**src/rtl/procb_buf.sv**
```systemverilog
// procb_buf: per-thread circular buffers of process_bytes records.
// Lookup presents the next record without consuming it; commit frees it.
module procb_buf #(
  parameter int N_THREADS     = 16,
  parameter int N_THREADS_MSB = $clog2(N_THREADS) - 1,
  parameter int DEPTH         = 4,
  parameter int DEPTH_MSB     = $clog2(DEPTH) - 1,
  parameter int D_WIDTH       = 50
) (
  input  logic                   CLK,
  input  logic                   RESET_N,
  input  logic [N_THREADS_MSB:0] wr_thread_num,
  input  logic                   wr_en,
  input  logic [D_WIDTH-1:0]     din,
  output logic                   wr_full,
  input  logic [N_THREADS_MSB:0] rd_thread_num,
  input  logic                   lookup_en,
  input  logic                   rd_en,
  input  logic                   rd_rst,
  output logic                   lookup_empty,
  output logic [D_WIDTH-1:0]     dout,
  output logic [N_THREADS-1:0]   thread_empty,
  output logic [1:0]             err
);
  localparam int PW = DEPTH_MSB + 2;
  localparam int SW = DEPTH_MSB + 1;
  localparam int TW = N_THREADS_MSB + 1;
  localparam logic [PW-1:0] DEPTH_P = PW'(DEPTH);

  logic [D_WIDTH-1:0] mem [N_THREADS*DEPTH];

  logic [PW-1:0] wr_ptr [N_THREADS];
  logic [PW-1:0] rd_ptr [N_THREADS];

  logic          la_q, la_d;
  logic [TW-1:0] prev_thread_q, prev_thread_d;
  logic [1:0]    err_q, err_d;

  logic [PW-1:0] wr_cnt;
  logic [PW-1:0] rd_cnt;
  logic [SW-1:0] head_slot;
  logic [SW-1:0] wr_slot;
  logic          flush_same;
  logic          wr_accept;
  logic          wr_drop;
  logic          commit;
  logic          rd_err;
  logic          thread_switch;

  always_comb begin
    wr_cnt    = wr_ptr[wr_thread_num] - rd_ptr[wr_thread_num];
    rd_cnt    = wr_ptr[rd_thread_num] - rd_ptr[rd_thread_num];
    head_slot = rd_ptr[rd_thread_num][SW-1:0] + SW'(la_q);
  end

  assign wr_full       = (wr_cnt == DEPTH_P);
  assign lookup_empty  = (rd_cnt <= PW'(la_q));
  assign dout          = mem[{rd_thread_num, head_slot}];
  assign thread_switch = (rd_thread_num != prev_thread_q);

  // A flush of the write target frees the buffer, so the write lands in slot 0.
  assign flush_same = rd_rst && (wr_thread_num == rd_thread_num);
  assign wr_accept  = wr_en && (flush_same || !wr_full);
  assign wr_drop    = wr_en && !wr_accept;
  assign wr_slot    = flush_same ? '0 : wr_ptr[wr_thread_num][SW-1:0];

  // Read-side control: commit decision, lookahead update and underflow flag.
  always_comb begin
    commit        = 1'b0;
    rd_err        = 1'b0;
    la_d          = la_q;
    prev_thread_d = rd_thread_num;
    if (rd_rst) begin
      la_d = 1'b0;
    end else begin
      if (lookup_en && rd_en) begin
        if (!lookup_empty) begin
          commit = 1'b1;
        end else begin
          rd_err = 1'b1;
          if (rd_cnt != '0) begin
            commit = 1'b1;
            la_d   = 1'b0;
          end
        end
      end else if (lookup_en) begin
        if (!lookup_empty && !la_q) begin
          la_d = 1'b1;
        end else begin
          rd_err = 1'b1;
        end
      end else if (rd_en) begin
        if (rd_cnt != '0) begin
          commit = 1'b1;
          la_d   = 1'b0;
        end else begin
          rd_err = 1'b1;
        end
      end
      if (thread_switch) begin
        la_d = 1'b0;
      end
    end
    err_d = err_q | {rd_err, wr_drop};
  end

  always_ff @(posedge CLK or negedge RESET_N) begin
    if (!RESET_N) begin
      la_q          <= 1'b0;
      prev_thread_q <= '0;
      err_q         <= '0;
    end else begin
      la_q          <= la_d;
      prev_thread_q <= prev_thread_d;
      err_q         <= err_d;
    end
  end

  assign err = err_q;

  always_ff @(posedge CLK) begin
    if (wr_accept) begin
      mem[{wr_thread_num, wr_slot}] <= din;
    end
  end

  generate
    for (genvar gi = 0; gi < N_THREADS; gi++) begin : g_thread
      logic [PW-1:0] wr_ptr_q, wr_ptr_d;
      logic [PW-1:0] rd_ptr_q, rd_ptr_d;
      logic [PW-1:0] wr_base;
      logic          thread_empty_q, thread_empty_d;
      logic          flush_me;
      logic          wr_me;
      logic          rd_me;

      always_comb begin
        flush_me = rd_rst && (rd_thread_num == TW'(gi));
        wr_me    = wr_accept && (wr_thread_num == TW'(gi));
        rd_me    = commit && (rd_thread_num == TW'(gi));
        wr_base  = flush_me ? '0 : wr_ptr_q;
        wr_ptr_d = wr_me ? wr_base + PW'(1) : wr_base;
        if (flush_me) begin
          rd_ptr_d = '0;
        end else if (rd_me) begin
          rd_ptr_d = rd_ptr_q + PW'(1);
        end else begin
          rd_ptr_d = rd_ptr_q;
        end
        thread_empty_d = (wr_ptr_d == rd_ptr_d);
      end

      always_ff @(posedge CLK or negedge RESET_N) begin
        if (!RESET_N) begin
          wr_ptr_q       <= '0;
          rd_ptr_q       <= '0;
          thread_empty_q <= 1'b1;
        end else begin
          wr_ptr_q       <= wr_ptr_d;
          rd_ptr_q       <= rd_ptr_d;
          thread_empty_q <= thread_empty_d;
        end
      end

      assign wr_ptr[gi]       = wr_ptr_q;
      assign rd_ptr[gi]       = rd_ptr_q;
      assign thread_empty[gi] = thread_empty_q;
    end
  endgenerate

endmodule

```
**config.mk**
```make
export PLATFORM = sky130hd
export DESIGN_NAME = procb_buf
export DESIGN_NICKNAME = d
export VERILOG_FILES = /design/src/rtl/procb_buf.sv
export SDC_FILE = /design/constraint.sdc
export NUM_CORES = 2
export LEC_CHECK = 0
export ABC_AREA = 1
export BUFFER_PORTS_ARGS = -buffer_cell sky130_fd_sc_hd__buf_4
export CAP_MARGIN = 20
export CELL_PAD_IN_SITES_DETAIL_PLACEMENT = 2
export CELL_PAD_IN_SITES_GLOBAL_PLACEMENT = 2
export CORE_MARGIN = 4
export CORE_UTILIZATION = 45
export CTS_CLUSTER_DIAMETER = 150
export DETAILED_ROUTE_END_ITERATION = 16
export PLACE_DENSITY_LB_ADDON = 0.1
export SLEW_MARGIN = 20
export SYNTH_ARGS = -nofsm -noshare
export SYNTH_HDL_FRONTEND = slang
export SYNTH_SLANG_ARGS = --single-unit
```
**constraint.sdc**
```tcl
create_clock -name CLK -period 14.3 [get_ports CLK]
set_input_delay 3.575 -clock CLK [delete_from_list [all_inputs] [get_ports CLK]]
set_output_delay 3.575 -clock CLK [all_outputs]
set_load 0.02 [all_outputs]
```
Yosys cells after proc, flatten, opt, wreduce, memory -nomap -nowiden

Memory sizes are Yosys's and may differ from the RTL's.
Cells that the tools add are included.

Flip-flop bits (word level): 119
RAM bits: 3200
Bits of input ports: 64
Output and inout port bits: 70
Word-level logic and storage cells: 307
Memories kept: 1

Memory list:

| memory | words | bits a word | read ports | clocked after Yosys merged registers in | wr ports | RTL line | text |
|---|---|---|---|---|---|---|---|
| mem    | 64    | 50          | 1          | 0                                       | 1        | 30       | `logic [D_WIDTH-1:0] mem [N_THREADS*DEPTH];` |

$add $sub $neg: 35
Order comparisons: 3
Equal/unequal tests: 51
Muxes and demuxes: 100
Bitwise operators: 3
Reduce and logical (&&, ||, !) cells: 63

Operator list:

| kind                                                                  | number |
|---|---|
| 3-bit 2-to-1 mux                                                      | 72 |
| 3-bit by 1-bit adder with 3-bit output, second input constant         | 32 |
| 4-bit equality test, second input constant                            | 16 |
| 1-bit logical AND                                                     | 53 |
| 3-bit binary-select mux with 4-bit select                             | 4 |
| 3-bit equality test                                                   | 16 |
| 4-bit by 3-bit equality test with 1-bit output, second input constant | 8 |
| 1-bit 2-to-1 mux                                                      | 23 |
| 4-bit by 2-bit equality test with 1-bit output, second input constant | 4 |
| 5-bit greater-or-equal comparator, second input constant              | 2 |
| 4-bit NOT with 5-bit output                                           | 2 |
| 4-bit by 1-bit equality test with 1-bit output, second input constant | 2 |
| 4-bit zero test                                                       | 2 |
| 3-bit subtractor                                                      | 2 |
| 5-bit by 1-bit != test with 1-bit output, second input constant       | 1 |
| 5-bit nonzero test                                                    | 1 |
| 4-bit equality test                                                   | 1 |
| 1-bit zero test                                                       | 4 |
| 4-bit != test                                                         | 1 |
| 4-bit != test, second input constant                                  | 1 |
| 3-bit equality test, second input constant                            | 1 |
| 3-bit by 1-bit less-or-equal comparator with 1-bit output             | 1 |
| 3-bit AND reduction                                                   | 1 |
| 3-bit nonzero test                                                    | 1 |
| other kinds (4)                                                       | 4 |

Logic depth before layout (Yosys ltp)

Depth after elaboration: 15
Gate-level depth with buffers: 27

Worst setup path before layout

Ideal clock, no wire load.

Path kind: input -> output
From: in rd_thread_num[1]
To: out dout[10]
Arrival time: 6.883 ns
Data required time: 10.725 ns
Path slack: 3.842 ns
Cell stages on the path: 19
Path through: buf_2 nor2_1 inv_1 buf_2 buf_1 o22ai_1 o21ai_0 nand4_1 ha_1 clkbuf_1 buf_2 clkbuf_1 clkbuf_1 mux2i_1 nand2_1 nand3_1 nand2_1 o21ai_0 nand4_1

Longest elaborated chain between the ends: 6

Ends and longest elaborated chain:

| item                                                 | RTL line | text |
|---|---|---|
| from (decl)                                          | 16       | `input logic [N_THREADS_MSB:0] rd_thread_num,` |
| 4-bit NOT with 5-bit output (implied by the code)    | 53       | `head_slot = rd_ptr[rd_thread_num][SW-1:0] + SW'(la_q);` |
| 3-bit binary-select mux with 4-bit select            | 53       |  |
| 3-bit 2-to-1 mux (implied by the code) (2 in series) | 53       |  |
| 2-bit by 1-bit adder with 2-bit output               | 53       |  |
| memory read 64 x 50 bit *                            | n/a      |  |
| to (decl)                                            | 21       | `output logic [D_WIDTH-1:0] dout,` |

Every way passes the cells marked *; elsewhere a longest branch is shown, timed or not. The select of a mux whose other input is x is not followed.

Worst setup path after layout

From: in rd_thread_num[0]
To: out dout[43]

Same word-level chain as after synthesis.

==> metrics.md <==
| Metric | Value |
|---|---|
| Run status | completed |
| Worst vdd ir | 0.116 mV |
| Worst Hold Class | reg -> reg |
| Clk_lat worst skew | 960 ps |
| H-tree Lvls | 5 |
| Synth Flop Type | edfxtp_1 |
| Critical Path Fanout Max | 39 |
| CP endpoint kind | primary output |
| Num rows | 201 |
| Final nets | 10,099 |
| Post-CTS Setup Inserts | 0 |
| Crit Path Class | in -> out |
| CTS Root Cell | clkbuf_16 |
| Clock power share | 35.6% |
| Final setup violation count | 0 |
| Ports | 134 |
| Crit start category | input pin |
| Critical Path AT | 9190 ps |
| Power Internal | 0.0177 W |
| Dpl cell area | 144,000 sq um |
| Top delay family on crit path | buffers and inverters |
| Die ar. | 312,000 sq um |
| Avg Inst Size Synth | 14.0 sq um |
| Worst setup margin | 1540 ps |
| Buffer depth of the longest clock path | 4 |
| Final hold slack | 481 ps |
| CTS Buf Count | 358 |
| Netlist cell types | 40 |
| Setup TNS | 0 ps |
| Vias per cell | 6.20 |
| Clock Sinks | 3,319 |
| Register area share after synthesis | 72.6% |
| Worst-Margin Slew | 1250 ps |
| DRT Pass-1 Iters | 5 |
| Most common cell in the synthesized netlist | edfxtp_1 |
| Sw Share | 31.0% |
| Top cell type's share of synthesized area | 70.4% |
| Post-route cell area | 155,000 sq um |
| P_leak | 55.3 nW |
| Worst path buffer plus inverter count | 8 |
| Leading area contributor after synthesis | edfxtp_1 |
| Initial core utilization | 45.4% |
| Sequential power share | 43.3% |
| Share of cells above drive strength 1 | 9.75% |
| Cells after synthesis | 9,758 |
| First-pass GRT wire length | 739,000 microns |
| Top cells by count, synth | 3,200 x edfxtp_1, 2,443 x nand2_1, 1,600 x mux2i_1 |
| Worst Setup Slack post-DPL | 1620 ps |
| Cell Area, Synth | 136,000 sq um |
| Number of flops mapped to enable cells by yosys | 3,200 |
| Post-synthesis async set-or-reset flop share | 3.59% |
| Slew Limit Fails | 0 |
| Hold_buf cts | 0 |
| CTS tree | built |
| Die H | 559 microns |
| Fin. Hold Viols | 0 |
| # DRC | 0 |
| RSZ-0062 raised after global routing | no |
| ANT nets after route | 0 |
| Synth Register Bits | 3,319 |
| Tcrit/Tclk final | 89.2% |
| I/O Buffers | 133 |
| Syn_nets | 9,860 |
| PD cells | 165 nW/um^2 |
| Vias in the first global route | 95,385 |
| Post-DP HPWL | 279,000 microns |
| Final Wtd Congestion | 0.807 |
| Gr usage total | 33.1% |
| Largest net degree at the start of global routing | 137 |
| Via count | 88,430 |
| Comb power frac | 21.1% |
| Initial antenna violation count | 23 |
| Starting DRT DRC Count | 9,625 |
| DIE WIDTH | 559 microns |
| Max-cap violations | 0 |
| Fmax | 78.4 MHz |
| Post-cts repair resize count | 0 |
| Per-cell routed wire length | 36.6 microns |
| Worst path max stage delay | 830 ps |
| Total wire length | 522,000 microns |
| Crit path required time | 10,720 ps |
| Worst-path cell with the longest stage delay | ha_4 |
| Tmin final | 12,760 ps |
| Area Overhead vs Synth | 13.4% |
| Final core utilization | 51.5% |
| Synth warnings | 0 |
| Setup Skew | 50.2 ps |
| P_sw | 0.00792 W |
| Fill cells | 27,759 |
| Area contributors post-synth | edfxtp_1 70%, mux2i_1 12%, nand2_1 6.7% |
| Core area | 301,000 sq um |
| Cells along the critical path | buf_4 > inv_2 > nor2_4 > inv_1 > o22ai_1 > o21ai_0 > nand4_1 > ha_4 > buf_12 > buf_12 > buf_12 > buf_4 > mux2i_1 > nand2_1 > nand3_1 > nand2_1 > o21ai_0 > nand4_1 > buf_4 |
| Clock transition at path regs | 50 ps |
| Relative slew slack | 16.9% |
| Global route overflow | 0 |
-- power by group through the flow --
stage / logic, W / registers, W / clock network [W]
5_1_grt: 0.00578 / 0.0111 / 0.00965
2_1_floorplan: 0.00338 / 0.0112 / 0
3_5_place_dp: 0.00528 / 0.0113 / 0
6_report: 0.00540 / 0.0111 / 0.00912
3_3_place_gp: 0.00501 / 0.0113 / 0
4_1_cts: 0.00539 / 0.0111 / 0.00924
-- layer usage --
layer	vias up	GRT usage [%]	wire length [microns]
met4	6	13.5	24000
met1	47519	43.0	206000
met2	3712	56.1	257000
li1	36110	-	-
met5	-	0	34
met3	1083	4.82	35300
-- path summary, 6_finish.rpt --
path	from	to	slack (ps)	cells past startpoint
max	rd_thread_num[0]	dout[43]	1540	19
min	err[0]$_DFF_PN0_	err[0]$_DFF_PN0_	480	1
max reg2reg	g_thread[1].rd_ptr_q[1]$_DFF_PN0_	mem[48][30]$_DFFE_PP_	8270	18
min reg2reg	err[0]$_DFF_PN0_	err[0]$_DFF_PN0_	480	1
max in group asynchronous	RESET_N	g_thread[6].rd_ptr_q[2]$_DFF_PN0_	10440	2
min in group asynchronous	RESET_N	g_thread[8].wr_ptr_q[2]$_DFF_PN0_	2700	1
-- sequential cells by signal (all words and copies together), names as in the netlist --
name,flops
mem,3200
g_thread.rd_ptr_q,48
g_thread.wr_ptr_q,48
g_thread.thread_empty_q,16
prev_thread_q,4
err,2
la_q,1
-- area by class of cell --
| class | count | area [sq um] | share of cell area [%] |
|---|---|---|---|
| diodes | 9 | 22.5 | 0.0145 |
| clock buffers | 446 | 9380 | 6.06 |
| clock inverters | 203 | 1680 | 1.09 |
| inverters | 264 | 1010 | 0.653 |
| multi-input cells | 5644 | 34600 | 22.3 |
| flip-flops and latches | 3319 | 99100 | 64.0 |
| well taps | 3958 | 4950 | 3.20 |
| repair buffers | 410 | 4100 | 2.65 |
-- stage by stage --
step / cells / total power [W]
6_report: 14253 / 0.0256
4_1_cts: 14243 / 0.0257
2_1_floorplan: 9758 / 0.0146
3_3_place_gp: 13586 / 0.0163
3_5_place_dp: 13594 / 0.0166
5_1_grt: 14248 / 0.0265
-- layout by cell type, fill, tap and decap left out, types with 17 or more instances in the layout --
cell type and count:
xnor2_1 33, clkinv_1 106, o21ai_0 148, o21ai_1 63, o221ai_1 17, ha_1 36, nand2_1 2443, a22oi_1 17
clkbuf_1 82, buf_12 77, inv_2 17, nor2_4 69, clkinv_2 52, mux2i_1 1600, o22ai_1 30, nand4_1 202
bufinv_16 21, nand3_1 869, buf_4 326, inv_1 239, edfxtp_1 3200, clkbuf_16 361, nor2_1 63, dfrtp_1 103
-- cell families (layout without fill, tap and decap cells) --
kind of cell	Yosys count	count (layout)	share of synthesized area [%]
muxes	1600	1600	11.7
xor gates and xnor gates	34	34	0.218
buffers and inverters	795	1323	2.48
other	0	9	0
adders and majority gates	38	38	0.354
DFF	3319	3319	72.6
and+or+nand+nor	3682	3682	11.4
AOI/OAI and AO/OA	290	290	1.19
(Power assumes the default switching activity.)
